File: src/rtl/freq_bcd_display_if.sv
// Bus between the NCO control registers and the frequency readout:
// operand/start request in one direction, status and display data in the other.
interface freq_bcd_display_if #(
    parameter int FREQ_W  = 18,
    parameter int PHASE_W = 32,
    parameter int DIGITS  = 6
);
    logic [FREQ_W-1:0]   sample_freq;
    logic [PHASE_W-1:0]  phase_inc;
    logic                start;
    logic                busy;
    logic                done;
    logic                valid;
    logic                overflow;
    logic [4*DIGITS-1:0] bcd;
    logic [7*DIGITS-1:0] seg;

    modport master (
        output sample_freq, phase_inc, start,
        input  busy, done, valid, overflow, bcd, seg
    );

    modport slave (
        input  sample_freq, phase_inc, start,
        output busy, done, valid, overflow, bcd, seg
    );
endinterface

File: src/rtl/freq_bcd_display.sv
// NCO output-frequency readout: f = (sample_freq * phase_inc) >> PHASE_W, converted to
// BCD by a sequential double-dabble and encoded for active-low seven-segment digits.
module freq_bcd_display #(
    parameter int FREQ_W     = 18,
    parameter int PHASE_W    = 32,
    parameter int DIGITS     = 6,
    parameter int LEAD_BLANK = 1,
    parameter int AUTO       = 0
) (
    input  logic               clk,
    input  logic               reset,
    freq_bcd_display_if.slave  bus
);
    localparam int ND = (FREQ_W + 3) / 3;
    localparam int WW = 4 * ND;
    localparam int PW = FREQ_W + PHASE_W;
    localparam int IW = $clog2(FREQ_W + 1);

    typedef enum logic [1:0] {IDLE, MULT, CONV, LOAD} state_t;
    state_t state_reg, state_next;

    logic [FREQ_W-1:0]   sf_reg;
    logic [PHASE_W-1:0]  pi_reg;
    logic                have_pair_reg;
    logic [FREQ_W-1:0]   bin_reg;
    logic [WW-1:0]       work_reg;
    logic [IW-1:0]       iter_reg;
    logic                busy_reg, done_reg, valid_reg, overflow_reg;
    logic [4*DIGITS-1:0] bcd_reg;
    logic [7*DIGITS-1:0] seg_reg;

    logic [PW-1:0]       product;
    logic [FREQ_W-1:0]   bin_calc;
    logic [WW-1:0]       work_adj;
    logic [4*DIGITS-1:0] bcd_next;
    logic [7*DIGITS-1:0] seg_next;
    logic [DIGITS:0]     upper_zero;
    logic                overflow_next;
    logic                pair_changed, trigger, last_iter;

    // The latched pair doubles as the "last converted" reference for self-start.
    assign pair_changed = !have_pair_reg ||
                          ({bus.sample_freq, bus.phase_inc} != {sf_reg, pi_reg});
    assign trigger      = bus.start || ((AUTO != 0) && pair_changed);
    assign last_iter    = (iter_reg == IW'(FREQ_W - 1));

    assign product  = {{PHASE_W{1'b0}}, sf_reg} * {{FREQ_W{1'b0}}, pi_reg};
    assign bin_calc = FREQ_W'(product >> PHASE_W);

    genvar gi;
    generate
        for (gi = 0; gi < ND; gi++) begin : g_adj
            logic [3:0] d;
            assign d = work_reg[4*gi +: 4];
            assign work_adj[4*gi +: 4] = (d >= 4'd5) ? d + 4'd3 : d;
        end

        if (ND > DIGITS) begin : g_ovf
            assign overflow_next = |work_reg[WW-1:4*DIGITS];
        end else begin : g_no_ovf
            assign overflow_next = 1'b0;
        end

        for (gi = 0; gi < DIGITS; gi++) begin : g_digit
            logic [3:0] d;
            logic [6:0] code;
            if (gi < ND) begin : g_in
                assign d = work_reg[4*gi +: 4];
            end else begin : g_out
                assign d = 4'd0;
            end
            always_comb begin
                case (d)
                    4'd0:    code = 7'h40;
                    4'd1:    code = 7'h79;
                    4'd2:    code = 7'h24;
                    4'd3:    code = 7'h30;
                    4'd4:    code = 7'h19;
                    4'd5:    code = 7'h12;
                    4'd6:    code = 7'h02;
                    4'd7:    code = 7'h78;
                    4'd8:    code = 7'h00;
                    4'd9:    code = 7'h10;
                    default: code = 7'h7F;
                endcase
            end
            assign bcd_next[4*gi +: 4] = d;
            assign seg_next[7*gi +: 7] = overflow_next ? 7'h3F :
                ((LEAD_BLANK != 0) && (gi > 0) && upper_zero[gi]) ? 7'h7F : code;
        end
    endgenerate

    // upper_zero[i]: digits i..DIGITS-1 are all zero
    always_comb begin
        upper_zero         = '0;
        upper_zero[DIGITS] = 1'b1;
        for (int i = DIGITS - 1; i >= 0; i--) begin
            upper_zero[i] = upper_zero[i+1] && (bcd_next[4*i +: 4] == 4'd0);
        end
    end

    always_ff @(posedge clk) begin
        if (reset) state_reg <= IDLE;
        else       state_reg <= state_next;
    end

    always_comb begin
        state_next = state_reg;
        case (state_reg)
            IDLE:    if (trigger) state_next = MULT;
            MULT:    state_next = CONV;
            CONV:    if (last_iter) state_next = LOAD;
            LOAD:    state_next = IDLE;
            default: state_next = IDLE;
        endcase
    end

    always_ff @(posedge clk) begin
        if (reset) begin
            sf_reg        <= '0;
            pi_reg        <= '0;
            have_pair_reg <= 1'b0;
            bin_reg       <= '0;
            work_reg      <= '0;
            iter_reg      <= '0;
            busy_reg      <= 1'b0;
            done_reg      <= 1'b0;
            valid_reg     <= 1'b0;
            overflow_reg  <= 1'b0;
            bcd_reg       <= '0;
            seg_reg       <= '1;
        end else begin
            done_reg <= 1'b0;
            case (state_reg)
                IDLE: if (trigger) begin
                    sf_reg        <= bus.sample_freq;
                    pi_reg        <= bus.phase_inc;
                    have_pair_reg <= 1'b1;
                    busy_reg      <= 1'b1;
                end
                MULT: begin
                    bin_reg  <= bin_calc;
                    work_reg <= '0;
                    iter_reg <= '0;
                end
                CONV: begin
                    // Top bit of the adjusted register is always 0 after add-3, so it drops out.
                    work_reg <= WW'({work_adj, bin_reg[FREQ_W-1]});
                    bin_reg  <= bin_reg << 1;
                    iter_reg <= iter_reg + IW'(1);
                end
                LOAD: begin
                    bcd_reg      <= bcd_next;
                    seg_reg      <= seg_next;
                    overflow_reg <= overflow_next;
                    valid_reg    <= 1'b1;
                    done_reg     <= 1'b1;
                    busy_reg     <= 1'b0;
                end
                default: ;
            endcase
        end
    end

    assign bus.busy     = busy_reg;
    assign bus.done     = done_reg;
    assign bus.valid    = valid_reg;
    assign bus.overflow = overflow_reg;
    assign bus.bcd      = bcd_reg;
    assign bus.seg      = seg_reg;
endmodule

File: src/flat_wrapper.sv
// flat-port wrapper written by rule: the top's interface ports become plain ports
module freq_bcd_display_flat 
#(
    parameter int FREQ_W     = 18,
    parameter int PHASE_W    = 32,
    parameter int DIGITS     = 6,
    parameter int LEAD_BLANK = 1,
    parameter int AUTO       = 0
)
  (clk, reset, bus_sample_freq, bus_phase_inc, bus_start, bus_busy, bus_done, bus_valid, bus_overflow, bus_bcd, bus_seg);
  freq_bcd_display_if #(.FREQ_W(FREQ_W), .PHASE_W(PHASE_W), .DIGITS(DIGITS)) bus_i ();
  input  logic clk;
  input  logic reset;
  input wire logic [$bits(bus_i.sample_freq)-1:0] bus_sample_freq;
  input wire logic [$bits(bus_i.phase_inc)-1:0] bus_phase_inc;
  input wire logic [$bits(bus_i.start)-1:0] bus_start;
  output wire logic [$bits(bus_i.busy)-1:0] bus_busy;
  output wire logic [$bits(bus_i.done)-1:0] bus_done;
  output wire logic [$bits(bus_i.valid)-1:0] bus_valid;
  output wire logic [$bits(bus_i.overflow)-1:0] bus_overflow;
  output wire logic [$bits(bus_i.bcd)-1:0] bus_bcd;
  output wire logic [$bits(bus_i.seg)-1:0] bus_seg;
  assign bus_i.sample_freq = bus_sample_freq;
  assign bus_i.phase_inc = bus_phase_inc;
  assign bus_i.start = bus_start;
  assign bus_busy = bus_i.busy;
  assign bus_done = bus_i.done;
  assign bus_valid = bus_i.valid;
  assign bus_overflow = bus_i.overflow;
  assign bus_bcd = bus_i.bcd;
  assign bus_seg = bus_i.seg;
  freq_bcd_display #(.FREQ_W(FREQ_W), .PHASE_W(PHASE_W), .DIGITS(DIGITS), .LEAD_BLANK(LEAD_BLANK), .AUTO(AUTO)) u_core (.clk(clk), .reset(reset), .bus(bus_i));
endmodule
File: config.mk
export PLATFORM = sky130hd
export DESIGN_NAME = freq_bcd_display_flat
export DESIGN_NICKNAME = d
export VERILOG_FILES = /design/src/rtl/freq_bcd_display_if.sv /design/src/rtl/freq_bcd_display.sv /design/src/flat_wrapper.sv
export SDC_FILE = /design/constraint.sdc
export NUM_CORES = 2
export LEC_CHECK = 0
export ABC_AREA = 1
export BUFFER_PORTS_ARGS = -buffer_cell sky130_fd_sc_hd__buf_2
export CAP_MARGIN = 20
export CELL_PAD_IN_SITES_DETAIL_PLACEMENT = 0
export CELL_PAD_IN_SITES_GLOBAL_PLACEMENT = 1
export CORE_ASPECT_RATIO = 1.2
export CORE_MARGIN = 8
export CORE_UTILIZATION = 48
export CTS_BUF_LIST = sky130_fd_sc_hd__clkbuf_4 sky130_fd_sc_hd__clkbuf_8 sky130_fd_sc_hd__clkbuf_16
export CTS_CLUSTER_SIZE = 30
export DETAILED_ROUTE_END_ITERATION = 12
export GPL_TIMING_DRIVEN = 0
export PLACE_DENSITY = 0.88
export SLEW_MARGIN = 10
export SYNTH_ARGS = -nofsm -noshare
export SYNTH_HDL_FRONTEND = slang
export SYNTH_SLANG_ARGS = --single-unit
File: constraint.sdc
create_clock -name clk -period 7.1 [get_ports clk]
set_clock_uncertainty 0.2 [all_clocks]
set_input_delay 0.71 -clock clk [delete_from_list [all_inputs] [get_ports clk]]
set_output_delay 0.71 -clock clk [all_outputs]
set_load 0.03 [all_outputs]
* Word-level counts from Yosys, hierarchy flattened
Memories as Yosys holds them, arrays and structs flattened. A register that Yosys moved wholly into a read port is not among the register bits.
Index checks and enable logic that the tools add are counted.
** Storage, ports and cells
- Bits in registers :: 173
- Latch bits :: 0
- RAM bits :: 0
- Memory bits (read-only) :: 672
- Bits of input ports :: 53
- Output and inout port bits :: 70
- Logic and storage cells :: 95
- Memories kept :: 6
** Cells by class
- Add/subtract/negate cells :: 8
- Multiply operators :: 1
- Divide/modulo/power cells :: 0
- Order comparisons :: 7
- Equality and inequality tests :: 6
- Shift-type cells :: 0
- Muxes and demuxes :: 39
- Bitwise operators :: 0
- Reductions and logical operators :: 16
** Memory list
- (name not given) :: depth 16, bits a word 7, rd ports 1, clocked after memory_dff 1, write ports 0, RTL line freq_bcd_display.sv:73 : case (d)
- (name not given) :: depth 16, bits a word 7, rd ports 1, clocked after memory_dff 1, write ports 0, RTL line freq_bcd_display.sv:73
- (name not given) :: depth 16, bits a word 7, rd ports 1, clocked after memory_dff 1, write ports 0, RTL line freq_bcd_display.sv:73
- (name not given) :: depth 16, bits a word 7, rd ports 1, clocked after memory_dff 1, write ports 0, RTL line freq_bcd_display.sv:73
- (name not given) :: depth 16, bits a word 7, rd ports 1, clocked after memory_dff 1, write ports 0, RTL line freq_bcd_display.sv:73
- (name not given) :: depth 16, bits a word 7, rd ports 1, clocked after memory_dff 1, write ports 0, RTL line freq_bcd_display.sv:73
** Operator list (number)
- two-way mux 7 bit :: 11
- two-way mux 4 bit :: 18
- one-hot mux 28 bit (2 select lines) :: 1
- multiplier 18 x 32 -> 50 bit :: 1
- one-hot mux 18 bit (2 select lines) :: 1
- greater-or-equal comparator 4 x 3 -> 1 bit (second input constant) :: 7
- adder 4 x 2 -> 4 bit (second input constant) :: 6
- zero test 4 bit :: 5
- one-hot mux 5 bit (2 select lines) :: 1
- one-hot mux 2 bit (4 select lines) :: 1
- AND reduction 2 bit :: 3
- adder 5 x 1 -> 5 bit (second input constant) :: 1
- equality test 5 bit (second input constant) :: 1
- equality test 2 bit (second input constant) :: 2
- logical AND 1 bit :: 4
- two-way mux 2 bit :: 2
- nonzero test 2 bit :: 2
- OR reduction 4 bit :: 1
- adder 3 x 2 -> 3 bit (second input constant) :: 1
- two-way mux 3 bit :: 1
- equality test 2 x 1 -> 1 bit (second input constant) :: 1
- zero test 2 bit :: 1
- two-way mux 1 bit :: 2
- != test 2 x 1 -> 1 bit (second input constant) :: 1
- other kinds (2) :: 2

* Longest topological paths before layout
- Depth after elaboration :: 7
- Gate-level depth with buffers :: 30
- Gate-level depth less buffers :: 28

* Least setup slack after synthesis
Ideal clock, no wire load.
- Path kind :: reg2reg
- Start point :: register u_core.pi_reg[30]
- End point :: register u_core.bin_reg[15]
- Library setup time :: 0.132 ns
- Arrival :: 5.382 ns
- Required time :: 6.768 ns
- Slack :: 1.386 ns
- Cell stages (with the launch flop) :: 27
- Buffers on the path :: 2
- Clock period less this slack :: 5.714 ns
- Path through :: dfxtp_1 clkbuf_1 buf_1 nand2_1 fa_1 inv_1 fa_1 inv_1 fa_1 inv_1 fa_1 fa_1 inv_1 fa_1 inv_1 ha_1 nand2_1 nor2_1 inv_1 nor2_1 nand2_1 nor3_1 nand2_1 nand3_1 nand2_1 nand3_1 a21oi_1
** On the way
- Cells in the longest elaborated chain, start to end :: 2
** Ends and longest elaborated chain
- from (decl) :: RTL line freq_bcd_display.sv:23 : logic [PHASE_W-1:0] pi_reg;
- from (signal assigned) :: RTL line freq_bcd_display.sv:137 : pi_reg <= bus.phase_inc;
- multiplier 18 x 32 -> 50 bit :: RTL line freq_bcd_display.sv:47 : assign product = {{PHASE_W{1'b0}}, sf_reg} * {{FREQ_W{1'b0}}, pi_reg};
- one-hot mux 18 bit (2 select lines) :: RTL line freq_bcd_display.sv:134 : case (state_reg)
- to (signal assigned) :: RTL line freq_bcd_display.sv:142 : bin_reg <= bin_calc;
- to (signal assigned) :: RTL line freq_bcd_display.sv:149 : bin_reg <= bin_reg << 1;
- to (decl) :: RTL line freq_bcd_display.sv:25 : logic [FREQ_W-1:0] bin_reg;
No other way between the ends.
A chain may end at the register's enable or synchronous reset.

* Final worst setup path
- Start point :: register u_core.sf_reg[5]
- End point :: register u_core.bin_reg[6]
** On the way
- Cells in the longest elaborated chain, start to end :: 2
** Ends and longest elaborated chain
- from (decl) :: RTL line freq_bcd_display.sv:22 : logic [FREQ_W-1:0] sf_reg;
- from (signal assigned) :: RTL line freq_bcd_display.sv:136 : sf_reg <= bus.sample_freq;
- multiplier 18 x 32 -> 50 bit :: RTL line freq_bcd_display.sv:47
- one-hot mux 18 bit (2 select lines) :: RTL line freq_bcd_display.sv:134
No other way between the ends.

==> impl_metrics.env <==
export IMPL_utilization=0.526
export IMPL_syn_inst=3693
export IMPL_firstDrtPassIters=9
export IMPL_coreArea_mm2=0.0572
export IMPL_drc_errors=0
export IMPL_gp_congestion=0.970
export IMPL_gr_usage_all_layers=0.269
export IMPL_numCtsBuffers=24
export IMPL_clock_path_buffers=3
export IMPL_pwr_share_clk=0.135
export IMPL_critPathRequiredTime_ns=7.34
export IMPL_fp_row_count=96
export IMPL_cts_root_buffer="clkbuf_16"
export IMPL_grt_pass1_wl_mm=138
export IMPL_p_seq_frac=0.161
export IMPL_grt_max_degree=15
export IMPL_synthMuxAreaShare=0
export IMPL_seq_area_frac_synth=0.155
export IMPL_max_freq_mhz=145
export IMPL_ys_async_sr_fraction=0
export IMPL_worst_setup_path_end_kind="flip-flop"
export IMPL_post_cts_buffers=0
export IMPL_htreeDepth=1
export IMPL_wl_per_cell_um=19.2
export IMPL_p_sw_mw=5.59
export IMPL_synth_xor_area_frac=0.00252
export IMPL_drv_cap=0
export IMPL_grt_overflow=0
export IMPL_synth_area_mm2=0.0278
export IMPL_finalSetupViolCount=0
export IMPL_holdWs_ns=0.189
export IMPL_final_cell_mix="inv_1 (947), nand2_1 (887), fa_1 (478)"
export IMPL_rrSetupSlack_ns=0.19
export IMPL_synth_top_family_by_area="adder cells"
export IMPL_path_max_fanout=10
export IMPL_relSlewSlack=0.208
export IMPL_power_leakage_nw=16.5
export IMPL_hold_path_class="in2reg"
export IMPL_synth_compound_area_frac=0.0882
export IMPL_finalCritPeriodShare=0.974
export IMPL_power_share_switching=0.556
export IMPL_via_per_inst=5.19
export IMPL_slew_violations=0
export IMPL_yosysUniqueCellTypes=50
export IMPL_p_int_mw=4.46
export IMPL_clk_pin_slew_worst_paths_ns=0.06
export IMPL_finalCriticalPeriod_ns=6.91
export IMPL_cts_tree="done"
export IMPL_ys_flop_type="dfxtp_1"
export IMPL_p_per_area_mw_per_mm2=334
export IMPL_fin_total_pwr_mw=10.1
export IMPL_cp_start_kind="flip-flop"
export IMPL_fillers=5630
export IMPL_fin_nets=4521
export IMPL_synth_edf_count=0
export IMPL_grt_pass1_vias=24689
export IMPL_peakVddDrop_uv=256
export IMPL_antenna_found_initial=3
export IMPL_worstSkewPairLatency_ns=0.57
export IMPL_die_w_um=236
export IMPL_synth_adder_area_share=0.423
export IMPL_synth_simple_area_share=0.176
export IMPL_rsz0062_at_grt="true"
export IMPL_via_count=23704
export IMPL_dieHeight_um=279
export IMPL_routed_wl_mm=87.7
export IMPL_detail_route_iter0_violations=1485
export IMPL_worstSetupPathType="reg2reg"
export IMPL_ant_nets=0
export IMPL_outcome="finished clean"
export IMPL_worst_pin_slew_ns=1.19
export IMPL_p_comb_frac=0.704
export IMPL_ys_warn_count=0
export IMPL_setup_ws_ns=0.186
export IMPL_layout_commonest_cell="inv_1"
export IMPL_initial_core_util=0.486
export IMPL_hpwlAfterDp_mm=71.9
export IMPL_dieArea_mm2=0.0658
export IMPL_drive_above_1_share=0.0639
export IMPL_synth_seq_cells=215
export IMPL_io_pins=123
export IMPL_port_buffers=122
export IMPL_dp_worst_setup_slack_ns=-0.122
export IMPL_syn2layout_area_growth_pct=8.41
export IMPL_syn_area_per_cell_um2=7.52
export IMPL_synth_fp_nets=4398
export IMPL_arrival_ns=7.16
export IMPL_hold_viol_final=0
export IMPL_hold_buffers=0
export IMPL_clock_sinks=215
-- metal layers --
metal | share of wire | track usage
met1 | 0.38 | 0.307
met2 | 0.49 | 0.477
met3 | 0.068 | 0.0422
met4 | 0.064 | 0.152
met5 | 0 | 0
-- repair_timing --
action                     CTS  global route
hold endpoints to repair     0             0
cloned                       0             0
setup endpoints to repair   11            18
gates resized for setup      3            64
-- per-stage QoR --
stage	instances	instance area [µm²]	TNS, ns
global placement	4550	29300	-0.462
finish	4569	30100	0
detailed placement	4550	29300	-0.456
global route	4568	30100	-0.0193
CTS	4593	30100	0
floorplan	3693	27800	0
-- synth_stat cells, drive strengths merged (10+ instances only) --
master / instances / area [µm²]
ha: 174 / 2180
nand4: 16 / 100
o21ai: 194 / 975
nand2: 891 / 3350
nor2: 215 / 850
o22ai: 36 / 225
dfxtp: 215 / 4300
buf: 33 / 136
o31ai: 10 / 75.1
nand3: 65 / 325
inv: 955 / 3580
clkbuf: 153 / 574
fa: 478 / 9570
nor3: 20 / 100
a21oi: 165 / 830
-- cell families after synthesis --
logic type | Yosys count
compound gates | 446
xor+xnor | 8
fa+ha+maj | 652
buf+inv | 1143
flops | 215
simple gates | 1229
-- cell type report --
| class | instances | area [µm²] | share of cell area |
|---|---|---|---|
| multi-input combinational | 2335 | 19200 | 0.636 |
| sequential | 215 | 4300 | 0.143 |
| inverter | 957 | 3590 | 0.119 |
| tap | 735 | 920 | 0.0306 |
| buffer | 161 | 667 | 0.0222 |
| clock buffer | 27 | 636 | 0.0211 |
| timing repair buffer | 122 | 611 | 0.0203 |
| clock inverter | 16 | 210 | 0.00698 |
| antenna | 1 | 2.50 | 0.0000831 |
-- path summary, 6_finish.rpt --
check,start,to,cells after the start
max,u_core.sf_reg[5]$_SDFFE_PP0P_,u_core.bin_reg[6]$_SDFFE_PP0N_,22
min,bus_sample_freq[0],u_core.sf_reg[0]$_SDFFE_PP0P_,3
max reg2reg,u_core.sf_reg[5]$_SDFFE_PP0P_,u_core.bin_reg[6]$_SDFFE_PP0N_,22
min reg2reg,u_core.g_digit[0].code[0]$_DFF_P_,u_core.bus.seg[0]$_SDFFE_PP1P_,2
-- critical path, cell delays in order, from the launching register on --
cell,delay (ns)
dfxtp_1,0.31
clkbuf_1,0.53
clkbuf_1,0.51
nand2_1,0.13
fa_1,0.53
fa_1,0.57
fa_1,0.52
inv_1,0.06
fa_1,0.53
fa_1,0.50
inv_1,0.05
fa_1,0.52
inv_1,0.05
ha_1,0.31
nand2_1,0.11
nor2_1,0.18
nand2_1,0.13
nor3_1,0.49
nand4_1,0.19
nand3_1,0.13
nand2_1,0.05
nand3_1,0.10
a21oi_1,0.07
-- power by group through the flow --
stage | combinational, mW | clock [mW] | sequential, mW
2_1_floorplan | 4.51 | 0 | 1.55
3_3_place_gp | 7.11 | 0 | 1.46
3_5_place_dp | 7.13 | 0 | 1.46
4_1_cts | 7.24 | 1.39 | 1.44
5_1_grt | 7.86 | 1.43 | 1.63
6_report | 7.07 | 1.36 | 1.62
No activity file was read; power rests on OpenSTA's default activity.
